--- config.mk ---
export PLATFORM = sky130hd
export DESIGN_NAME = ccw_rcv
export DESIGN_NICKNAME = d
export VERILOG_FILES = /design/src/rtl/ccw_pkg.sv /design/src/rtl/ccw_gap_timer.sv /design/src/rtl/ccw_rcv.sv
export SDC_FILE = /design/constraint.sdc
export NUM_CORES = 1
export LEC_CHECK = 0
export BUFFER_PORTS_ARGS = -buffer_cell sky130_fd_sc_hd__buf_4
export CAP_MARGIN = 20
export CORE_ASPECT_RATIO = 0.6
export CORE_UTILIZATION = 35
export DETAILED_ROUTE_END_ITERATION = 12
export PLACE_DENSITY_LB_ADDON = 0.15
export SLEW_MARGIN = 15
export SYNTH_ARGS = -nofsm -noshare
export SYNTH_HDL_FRONTEND = slang
export SYNTH_HIERARCHICAL = 1
export SYNTH_SLANG_ARGS = --single-unit
export TNS_END_PERCENT = 50
--- constraint.sdc ---
create_clock -name clk -period 2.07 [get_ports clk]
set_input_delay 0.207 -clock clk [delete_from_list [all_inputs] [get_ports clk]]
set_output_delay 0.207 -clock clk [all_outputs]
set_load 0.02 [all_outputs]
--- src/rtl/ccw_pkg.sv ---
// Shared definitions for the CCW link: receiver state encoding, length-field geometry
// and the length-byte validity rule used by both the receiver and the generator rework.
package ccw_pkg;

    localparam int         CCW_LEN_W    = 6;
    localparam logic [7:0] CCW_LEN_MASK = 8'hC0;

    typedef enum logic [1:0] {
        CCW_RX_IDLE,
        CCW_RX_DATA,
        CCW_RX_FLUSH,
        CCW_RX_RESP
    } ccw_rx_state_e;

    // A length byte is usable only if the reserved top bits are clear and it names the configured length.
    function automatic logic ccw_len_byte_ok(input logic [7:0]           len_byte,
                                             input logic [CCW_LEN_W-1:0] cfg_len);
        return ((len_byte & CCW_LEN_MASK) == 8'h00) && (len_byte[CCW_LEN_W-1:0] == cfg_len);
    endfunction

endpackage

--- src/rtl/ccw_gap_timer.sv ---
// Inter-byte idle timer: counts enabled cycles since the last clear and flags expiry
// once the count reaches GAP_CYC-1, holding there until cleared.
module ccw_gap_timer #(
    parameter int GAP_CYC = 1024
) (
    input  logic clk,
    input  logic n_rst,
    input  logic clear,
    input  logic enable,
    output logic expired
);

    localparam int TW = (GAP_CYC > 1) ? $clog2(GAP_CYC) : 1;
    localparam logic [TW-1:0] LIMIT = TW'(GAP_CYC - 1);

    logic [TW-1:0] cnt_q;
    logic [TW-1:0] cnt_d;

    assign expired = (cnt_q == LIMIT);

    always_comb begin
        cnt_d = cnt_q;
        if (clear) begin
            cnt_d = '0;
        end else if (enable && !expired) begin
            cnt_d = cnt_q + TW'(1);
        end
    end

    always_ff @(posedge clk or negedge n_rst) begin
        if (!n_rst) begin
            cnt_q <= '0;
        end else begin
            cnt_q <= cnt_d;
        end
    end

endmodule

--- src/rtl/ccw_rcv.sv ---
// CCW link receiver: parses length byte plus L+1 counting payload bytes, streams the
// payload, and answers each frame with a registered accept or repeat-request pulse.
module ccw_rcv
    import ccw_pkg::*;
#(
    parameter int GAP_CYC = 1024,
    parameter int CNT_W   = 8
) (
    input  logic                 clk,
    input  logic                 n_rst,
    input  logic [CCW_LEN_W-1:0] ccw_len,
    input  logic [7:0]           rx_d,
    input  logic                 rx_d_vld,
    input  logic                 rx_err,
    output logic [7:0]           pay_d,
    output logic                 pay_vld,
    output logic                 ccw_accepted,
    output logic                 ccw_repeat_req,
    output logic                 rx_busy,
    output logic [CCW_LEN_W-1:0] last_len,
    output logic [CNT_W-1:0]     err_cnt
);

    ccw_rx_state_e        state_q, state_d;
    logic [CCW_LEN_W-1:0] len_q, len_d;
    logic [CCW_LEN_W-1:0] exp_q, exp_d;
    logic [7:0]           pay_d_q, pay_d_d;
    logic                 pay_vld_q, pay_vld_d;
    logic                 accepted_q, accepted_d;
    logic                 repeat_q, repeat_d;
    logic [CCW_LEN_W-1:0] last_len_q, last_len_d;
    logic [CNT_W-1:0]     err_cnt_q, err_cnt_d;

    logic timer_clear;
    logic timer_enable;
    logic timer_expired;

    // The timer only runs while a frame is open; outside DATA/FLUSH it is held at zero.
    assign timer_enable = (state_q == CCW_RX_DATA) || (state_q == CCW_RX_FLUSH);
    assign timer_clear  = rx_d_vld || !timer_enable;

    ccw_gap_timer #(
        .GAP_CYC (GAP_CYC)
    ) u_gap_timer (
        .clk     (clk),
        .n_rst   (n_rst),
        .clear   (timer_clear),
        .enable  (timer_enable),
        .expired (timer_expired)
    );

    always_comb begin
        state_d    = state_q;
        len_d      = len_q;
        exp_d      = exp_q;
        pay_d_d    = pay_d_q;
        pay_vld_d  = 1'b0;
        accepted_d = 1'b0;
        repeat_d   = 1'b0;
        last_len_d = last_len_q;
        err_cnt_d  = err_cnt_q;

        case (state_q)
            // RESP lasts one cycle but already accepts the next frame's length byte.
            CCW_RX_IDLE, CCW_RX_RESP: begin
                state_d = CCW_RX_IDLE;
                if (rx_d_vld) begin
                    if (!rx_err && ccw_len_byte_ok(rx_d, ccw_len)) begin
                        len_d   = rx_d[CCW_LEN_W-1:0];
                        exp_d   = '0;
                        state_d = CCW_RX_DATA;
                    end else begin
                        state_d = CCW_RX_FLUSH;
                    end
                end
            end

            CCW_RX_DATA: begin
                if (rx_d_vld) begin
                    pay_d_d   = rx_d;
                    pay_vld_d = 1'b1;
                    if (!rx_err && (rx_d == {2'b00, exp_q})) begin
                        if (exp_q == len_q) begin
                            accepted_d = 1'b1;
                            last_len_d = len_q;
                            state_d    = CCW_RX_RESP;
                        end else begin
                            exp_d = exp_q + CCW_LEN_W'(1);
                        end
                    end else begin
                        state_d = CCW_RX_FLUSH;
                    end
                end else if (timer_expired) begin
                    repeat_d = 1'b1;
                    state_d  = CCW_RX_RESP;
                end
            end

            CCW_RX_FLUSH: begin
                if (!rx_d_vld && timer_expired) begin
                    repeat_d = 1'b1;
                    state_d  = CCW_RX_RESP;
                end
            end

            default: begin
                state_d = CCW_RX_IDLE;
            end
        endcase

        if (repeat_d && (err_cnt_q != '1)) begin
            err_cnt_d = err_cnt_q + CNT_W'(1);
        end
    end

    always_ff @(posedge clk or negedge n_rst) begin
        if (!n_rst) begin
            state_q    <= CCW_RX_IDLE;
            len_q      <= '0;
            exp_q      <= '0;
            pay_d_q    <= '0;
            pay_vld_q  <= 1'b0;
            accepted_q <= 1'b0;
            repeat_q   <= 1'b0;
            last_len_q <= '0;
            err_cnt_q  <= '0;
        end else begin
            state_q    <= state_d;
            len_q      <= len_d;
            exp_q      <= exp_d;
            pay_d_q    <= pay_d_d;
            pay_vld_q  <= pay_vld_d;
            accepted_q <= accepted_d;
            repeat_q   <= repeat_d;
            last_len_q <= last_len_d;
            err_cnt_q  <= err_cnt_d;
        end
    end

    assign pay_d          = pay_d_q;
    assign pay_vld        = pay_vld_q;
    assign ccw_accepted   = accepted_q;
    assign ccw_repeat_req = repeat_q;
    assign rx_busy        = (state_q != CCW_RX_IDLE);
    assign last_len       = last_len_q;
    assign err_cnt        = err_cnt_q;

endmodule

## Word level (Yosys, flattened, before mapping)

Cells that the tools add are included.

| cells by class | value |
|---|---|
| $add $sub $neg | 3 |
| equality and inequality tests | 16 |
| muxes and demuxes | 26 |
| reductions and logical operators | 23 |

Operators with widths:

| operator | number |
|---|---|
| $mux W6 | 5 |
| $mux W10 | 2 |
| $mux W2 | 7 |
| $eq A6 B6 Y1 | 2 |
| $pmux W6 S2 | 1 |
| $add A10 B1 Y10 const B | 1 |
| $eq A10 B10 Y1 const B | 1 |
| $mux W1 | 9 |
| $add A8 B1 Y8 const B | 1 |
| $eq A8 B6 Y1 | 1 |
| $logic_not A8 Y1 | 1 |
| $ne A2 B2 Y1 const B | 4 |
| $ne A8 B8 Y1 const B | 1 |
| $add A6 B1 Y6 const B | 1 |
| $logic_and A1 B1 Y1 | 6 |
| $pmux W2 S3 | 1 |
| $reduce_and A3 Y1 | 2 |
| $reduce_and A6 Y1 | 1 |
| $reduce_bool A2 Y1 | 3 |
| $eq A2 B2 Y1 const B | 2 |
| $logic_not A1 Y1 | 4 |
| $ne A2 B1 Y1 const B | 2 |
| $ne A4 B3 Y1 const B | 1 |
| $reduce_and A4 Y1 | 1 |
| other kinds (7) | 8 |

| storage, ports and cells | value |
|---|---|
| register bits after elaboration | 49 |
| input port bits | 18 |
| word-level logic and storage cells | 78 |

## Logic depth before layout (Yosys ltp)

Gate-level depths: netlist (run 1).

| logic depth | value |
|---|---|
| depth after elaboration | 6 |
| mapped depth | 10 |
| depth with buffers taken out | 9 |

## Cells and area by module

The synthesis (run 1) kept the hierarchy.

By module, submodules not included:

| module | instances | cells each | area each (µm²) |
|---|---|---|---|
| ccw_rcv | 1 | 164 | 1991.9 |
| ccw_gap_timer | 1 | 56 | 565.5 |

## Worst setup path after synthesis (run 1)

OpenSTA, ideal clock, no wires.

| timing path | value |
|---|---|
| kind | register to register |
| from | register state_q[0] |
| to | register exp_q[3] |
| setup time | 0.124 ns |
| arrival time | 2.054 ns |
| required time | 1.946 ns |
| path slack | -0.108 ns |
| cell stages (with the launch flop) | 7 |
| buffers on the path | 0 |
| cells stage by stage | dfrtp_1 -> inv_1 -> ha_1 -> nor4_4 -> a21oi_4 -> or2_4 -> a211o_1 |

| on the way | value |
|---|---|
| longest elaborated chain between the ends | 4 |
| elaborated cells between the ends (all ways) | 12 |

Ends and longest elaborated chain:

| what | RTL line | RTL |
|---|---|---|
| from (decl) | ccw_rcv.sv:24 | `ccw_rx_state_e state_q, state_d;` |
| from (signal assigned) | ccw_rcv.sv:128 | `state_q <= state_d;` |
| $eq A2 B2 Y1 / $logic_not A2 Y1 (equally long branches) | ccw_rcv.sv:63 | `case (state_q)` |
| $reduce_or A2 Y1 | ccw_rcv.sv:63 |  |
| $ne A2 B2 Y1 (no source line) / $reduce_bool A2 Y1 (equally long branches) | n/a |  |
| $reduce_and A6 Y1 (no source line) | n/a |  |
| to (signal assigned) | ccw_rcv.sv:130 | `exp_q <= exp_d;` |
| to (decl) | ccw_rcv.sv:26 | `logic [CCW_LEN_W-1:0] exp_q, exp_d;` |

Parallel ways exist; a longest one is shown, timed or not.
A chain may end at the register's enable or synchronous reset.

## Worst setup path in the final report (run 1)

Same ends and word-level chain as after synthesis.

==> out/qor.csv, run 1 <==
metric;value;unit
first-pass GRT wire length;9400;um
Die ar.;0.00766;mm2
part of the cycle the worst path needs;93.8;%
largest net degree at the start of global routing;50;
first drt pass iteration count;4;
vias per cell;5.05;
initial core utilization;37.2;%
# diodes;0;
max_cap viols;0;
total routed wirelength;5750;um
Die X;112;um
IO Pins;44;
FILL cells;618;
WS Path Type;reg -> reg;
GRT Residual Overflow;0;
CP max FO;7;
Routability Congestion;0.766;
Main synth FF type;dfrtp_1;
per-cell routed wire length;15.6;um
Clk pin slew, worst setup/hold paths;0.07;ns
endpoint class of the critical path;register;
DR vias;1865;
Post-synth EDFFs;0;
Slew HR;55.8;%
register area share after synthesis;47.9;%
status;completed;
Synth cell types;47;
reg-to-reg endpoint;exp_q[3]$_DFFE_PN0P_;
GR Util All Layers;16.5;%
Setup violations, final;0;
DRC;0;
CTS sink count;49;
CP startpoint kind;register;
crit path DAT;2.12;ns
max incr delay on CP;0.39;ns
Root Buffer;clkbuf_16;
Port Buffers;43;
VDD IR max;0.568;mV
clock skew;0.00262;ns
area grow syn2layout;28.6;%
Die H;68.2;um
HP Class;in -> reg;
setup TNS;0;ns
final hold violations;0;
required time worst endpoint;2.25;ns
Post-Syn Instances;220;
Seq pwr share;38.6;%
Reg2Reg Setup Slack;0.13;ns
vias in the first global route;1791;
Detail Placement HPWL;4260;um
CTS tree;yes;
fraction of layout cells with a size suffix above 1;41.5;%
post-route cell area;0.00329;mm2
Syn Nets;244;
RSZ-0062 raised after global routing;true;
dpl cells;359;
Slew Limit Fails;0;
crit path capture;exp_q[3]$_DFFE_PN0P_;
Critical Path Slowest Stage Cell;dfrtp_1;
row cnt;23;
Int Power;2.14;mW
Reg2Reg Depth;6;
CTS Buf Count;5;
Tmin final;1.94;ns
DRT antenna net count;0;
worst reg2reg startpoint;state_q[0]$_DFFE_PN0P_;
CP Launch Point;state_q[0]$_DFFE_PN0P_;
Finished Core Util;47.8;%
pwr/cell area;971;mW/mm2
Yosys reg bits;49;
CORE AREA;0.00688;mm2
Final Non-Filler Cells;369;
Comb pwr share;31.2;%
Post-Syn Area;0.00256;mm2
final net count;305;
Fmax achieved;515;MHz
Syn. warnings;6;
worst path cell trace;inv_1 -> ha_2 -> nor4_4 -> a21oi_4 -> or2_4 -> a211o_1;
CTS Buffer Depth;2;
Syn Area/Cell;11.6;um2
Power Total;3.19;mW
initial antenna violation count;0;
leakage power;1.52;nW
Worst-Skew Late Latency;0.29;ns
Post-DP Area;0.00308;mm2
Switching Power;1.05;mW
worst slew pin tran;0.663;ns
asr flop ratio synth;100;%
H-Tree Depth;2;
clock share of power;30.2;%
DR iter-0 viols;71;
sw frac;33.0;%
==> synth_stat cells, types with 2 or more instances <==
master	n	area share (%)
mux2i_1	3	1.2
o21ai_0	8	1.6
xnor2_1	20	6.8
inv_1	6	0.88
nand4_2	2	0.98
and4_1	2	0.69
nand3_2	2	0.78
dfrtp_1	49	48
nand2b_1	2	0.49
nor2_1	14	2.1
and3_1	4	0.98
nand2_1	11	1.6
nor4_4	2	1.7
a21oi_1	5	0.98
nand4_1	6	1.5
nor3_1	3	0.59
ha_1	6	2.9
mux2_2	21	9.2
and2_1	2	0.49
or3_1	3	0.73
nand3_1	9	1.8
or3b_2	2	0.69
nand3b_1	2	0.59
o211ai_1	3	0.88
clkbuf_1	3	0.44
xor2_1	9	3.1
==> routing by layer <==
| metal | vias up | part of all wire (%) | wire (um) | GRT usage [%] |
|---|---|---|---|---|
| li1 | 909 | - | - | - |
| met1 | 899 | 58 | 3350 | 25.8 |
| met2 | 52 | 35 | 2010 | 20.5 |
| met3 | 5 | 5.6 | 320 | 4.52 |
| met4 | 0 | 1.1 | 66 | 7.00 |
| met5 | - | 0 | 0 | 0 |
==> cells by family after synthesis <==
family | after synthesis | share of synthesized area, %
AND/OR/NAND/NOR | 74 | 18.8
flip-flops | 49 | 47.9
XOR/XNOR | 30 | 10.6
AO/OA/AOI/OAI | 26 | 7.53
multiplexers | 24 | 10.4
buffers and inverters | 11 | 1.81
adder cells (fa/ha/maj) | 6 | 2.94
==> power by group through the flow <==
stage | combinational (mW) | clock, mW | sequential [mW]
4_1_cts | 0.991 | 0.995 | 1.23
3_5_place_dp | 0.984 | 0 | 1.25
5_1_grt | 1.08 | 1.02 | 1.25
6_report | 0.996 | 0.962 | 1.23
2_1_floorplan | 0.569 | 0 | 1.30
3_3_place_gp | 0.981 | 0 | 1.24
==> area by class of cell <==
| class | count | area, um2 | share of cell area [%] |
|---|---|---|---|
| clock buffer | 5 | 125 | 3.81 |
| clock inverter | 3 | 46.3 | 1.41 |
| inverter | 6 | 22.5 | 0.685 |
| multi-input combinational | 160 | 1310 | 39.8 |
| sequential | 49 | 1230 | 37.4 |
| tap | 87 | 109 | 3.31 |
| timing repair buffer | 59 | 445 | 13.5 |
==> through the flow <==
stage / setup slack [ns] / hold slack (ns)
3_3_place_gp: 0.101 / 0.286
6_report: 0.128 / 0.177
5_1_grt: -0.0165 / 0.170
3_5_place_dp: 0.0572 / 0.282
4_1_cts: 0.0354 / 0.168
2_1_floorplan: -0.0241 / -0.0886
==> worst max-delay path, delay by kind of cell, from the launching register on <==
family          cells  cell delay [ns]
buf+inv             1             0.11
flops               1             0.39
compound gates      2             0.36
fa+ha+maj           1             0.36
simple gates        2             0.61
==> layout by cell type, fill, tap and decap left out, drive strengths merged, types with 2 or more instances in the layout <==
master  netlist  final
or3b          2      2
or3           3      3
nand2        11     11
xnor2        21     21
nor2         14     14
nand3        11     11
mux2         21     21
nand4         8      8
and2          2      2
o211ai        3      3
nand2b        2      2
xor2          9      9
a21oi         6      6
o31ai         2      2
nor3          4      4
mux2i         3      3
clkbuf        3      5
dfrtp        49     49
o21ai         8      8
inv           6      6
buf           2     58
and3          4      4
nand3b        2      2
a211o         2      2
nor4          3      3
and4          3      3
ha            6      6
==> flip-flops by register name (all words and copies together) (netlist names) <==
name / count
state_q: 2
ccw_repeat_req: 1
pay_d: 8
err_cnt: 8
last_len: 6
ccw_accepted: 1
exp_q: 6
u_gap_timer/cnt_q: 10
len_q: 6
pay_vld: 1
==> timing repair <==
action,CTS,global route
setup buffers,0,1
setup endpoints to repair,0,15
hold buffers,1,0
hold endpoints to repair,49,0
resized for setup,0,11
==> worst min path at each step <==
stage	from	endpoint	slack, ns	cells past startpoint
finish	rx_d[6]	pay_d[6]$_DFFE_PN0P_	0.18	2
global route	rx_d[7]	pay_d[7]$_DFFE_PN0P_	0.17	2
CTS	rx_d[6]	pay_d[6]$_DFFE_PN0P_	0.17	2
detailed placement	n_rst	err_cnt[6]$_DFFE_PN0P_	0.28	1
global placement	n_rst	err_cnt[6]$_DFFE_PN0P_	0.29	1
floorplan	n_rst	ccw_accepted$_DFF_PN0_	-0.09	0
Note: power is estimated with default switching activity, not from simulation.
==> run 2, diff against run 1 <==
REMOVE_ABC_BUFFERS = 1   (was not set)
==> run 2 against run 1 <==
Compared with the run above:
- maximum frequency is 0.25% lower
- die area unchanged
- hold slack gained 0.0072 ns
- cell area grew 0.11%
- register-to-register slack hardly changed
- routed wire length down 5.0%
- first-iteration DRC count is 11% higher
- setup slack worse by 0.0048 ns
- via count is 1.1% lower
- critical path depth stayed put
- global-route usage increased by 0.13 points
- total power is essentially flat
- critical path type unchanged
- critical endpoint is now exp_q[2]$_DFFE_PN0P_
==> out/qor.csv, run 2 (synthesis results as in run 1) <==
metric;value;unit;change
DRC;0;;unchanged
DR iter-0 viols;79;;+11%
CTS tree;yes;;
Switching Power;1.01;mW;-4.0%
worst slew pin tran;0.628;ns;-0.0348 ns
first drt pass iteration count;4;;unchanged
Die X;112;um;unchanged
clock skew;0.00404;ns;+0.00142 ns
largest net degree at the start of global routing;50;;unchanged
met2 wire length;2170;um;+7.5%
HP Class;in -> reg;;
DRT antenna net count;0;;unchanged
Tmin final;1.95;ns;+0.00481 ns
vias per cell;4.97;;-1.7%
area grow syn2layout;28.7;%;
fraction of layout cells with a size suffix above 1;39.1;%;-2.4 points
H-Tree Depth;2;;unchanged
setup TNS;0;ns;unchanged
part of the cycle the worst path needs;94.0;%;+0.23 points
DR vias;1844;;-1.1%
CP startpoint kind;register;;
Seq pwr share;38.2;%;-0.4 points
post-route cell area;0.00329;mm2;+0.11%
CTS Buf Count;5;;unchanged
Comb pwr share;31.7;%;+0.5 points
Slew Limit Fails;0;;unchanged
GRT Residual Overflow;0;;unchanged
initial core utilization;37.2;%;unchanged
final net count;307;;+0.66%
Fmax achieved;514;MHz;-0.25%
IO Pins;44;;unchanged
GR Util All Layers;16.7;%;+0.13 points
row cnt;23;;unchanged
crit path DAT;2.12;ns;about the same
Die H;68.2;um;unchanged
CTS Buffer Depth;2;;unchanged
commonest non-fill, non-tap cell in the layout;buf_4;;
status;completed;;
Port Buffers;43;;unchanged
Post-DP Area;0.00309;mm2;+0.33%
# diodes;0;;unchanged
final hold violations;0;;unchanged
leakage power;1.54;nW;+1.2%
CP max FO;7;;unchanged
per-cell routed wire length;14.7;um;-5.6%
Setup violations, final;0;;unchanged
top layer in use;met4;;
Detail Placement HPWL;4100;um;-3.7%
max_cap viols;0;;unchanged
required time worst endpoint;2.25;ns;about the same
clock share of power;30.1;%;about the same
Die ar.;0.00766;mm2;unchanged
Int Power;2.18;mW;+2.1%
Routability Congestion;0.827;;+7.9%
sw frac;31.7;%;-1.4 points
endpoint class of the critical path;register;;
RSZ-0062 raised after global routing;true;;
total routed wirelength;5460;um;-5.0%
WL met1;2990;um;-11%
Slew HR;58.1;%;+2.3 points
initial antenna violation count;0;;unchanged
VDD IR max;0.462;mV;-19%
first-pass GRT wire length;9460;um;+0.58%
WS Path Type;reg -> reg;;
met3 WL;218;um;-32%
vias in the first global route;1840;;+2.7%
most frequent cells in the layout;buf_4 (59), dfrtp_1 (47), mux2_2 (21);;
CTS sink count;49;;unchanged
Worst-Skew Late Latency;0.29;ns;about the same
Clk pin slew, worst setup/hold paths;0.07;ns;about the same
Power Total;3.19;mW;about the same
CORE AREA;0.00688;mm2;unchanged
pwr/cell area;971;mW/mm2;about the same
Root Buffer;clkbuf_16;;
Biggest register;u_gap_timer/cnt_q;;
Finished Core Util;47.9;%;+0.055 points
max reg flops;10;;unchanged
run 2: power by group through the flow:
stage          registers [mW]  clock network (mW)  logic (mW)
2_1_floorplan            1.32                   0       0.525
3_3_place_gp             1.23                   0       0.995
3_5_place_dp             1.24                   0       0.997
4_1_cts                  1.22               0.993        1.01
5_1_grt                  1.25                1.04        1.12
6_report                 1.22               0.962        1.01
run 2: cell type report:
class / instances / area (um2)
clock buffer: 6 / 139
clock inverter: 2 / 37.5
fill: 639 / 3590
inverter: 6 / 22.5
multi-input combinational: 160 / 1290
sequential: 49 / 1230
tap: 87 / 109
timing repair buffer: 61 / 464
run 2: through the flow:
| step | setup slack (ns) | std cells | hold WS, ns |
|---|---|---|---|
| global route | -0.00472 | 371 | 0.177 |
| finish | 0.123 | 371 | 0.184 |
| detailed placement | 0.0721 | 361 | 0.275 |
| floorplan | -0.108 | 215 | -0.0886 |
| global placement | 0.0600 | 361 | 0.278 |
| CTS | 0.0588 | 370 | 0.176 |
run 2: timing repair:
item	CTS	global route
hold buffers	1	0
setup buffers	0	1
endpoints found under the setup margin	0	14
endpoints found under the hold margin	49	0
gates resized for setup	0	5
run 2: worst paths after layout:
kind                                               end  slack [ns]  depth (start not counted)              startpoint
worst max-delay path              exp_q[2]$_DFFE_PN0P_        0.12                          6    exp_q[2]$_DFFE_PN0P_
worst min-delay path              pay_d[6]$_DFFE_PN0P_        0.18                          2                 rx_d[6]
worst max register to register    exp_q[2]$_DFFE_PN0P_        0.12                          6    exp_q[2]$_DFFE_PN0P_
worst min register to register  err_cnt[7]$_DFFE_PN0P_        0.49                          1  err_cnt[7]$_DFFE_PN0P_
max in group asynchronous         exp_q[0]$_DFFE_PN0P_        1.13                          2                   n_rst
min in group asynchronous       err_cnt[3]$_DFFE_PN0P_        0.48                          2                   n_rst
run 2: worst max-delay path, stage by stage, from the launching register on:
cell and delay [ns]:
dfrtp_2 0.45, xor2_1 0.18, nor4_2 0.30, nand3_2 0.19
and3_1 0.24, and4bb_2 0.21, a211o_2 0.26
run 2: metal layers:
layer,GRT usage (%),up-vias
met2,23.8,44
met4,7.00,0
li1,-,913
met3,3.99,8
met5,0,-
met1,24.1,879
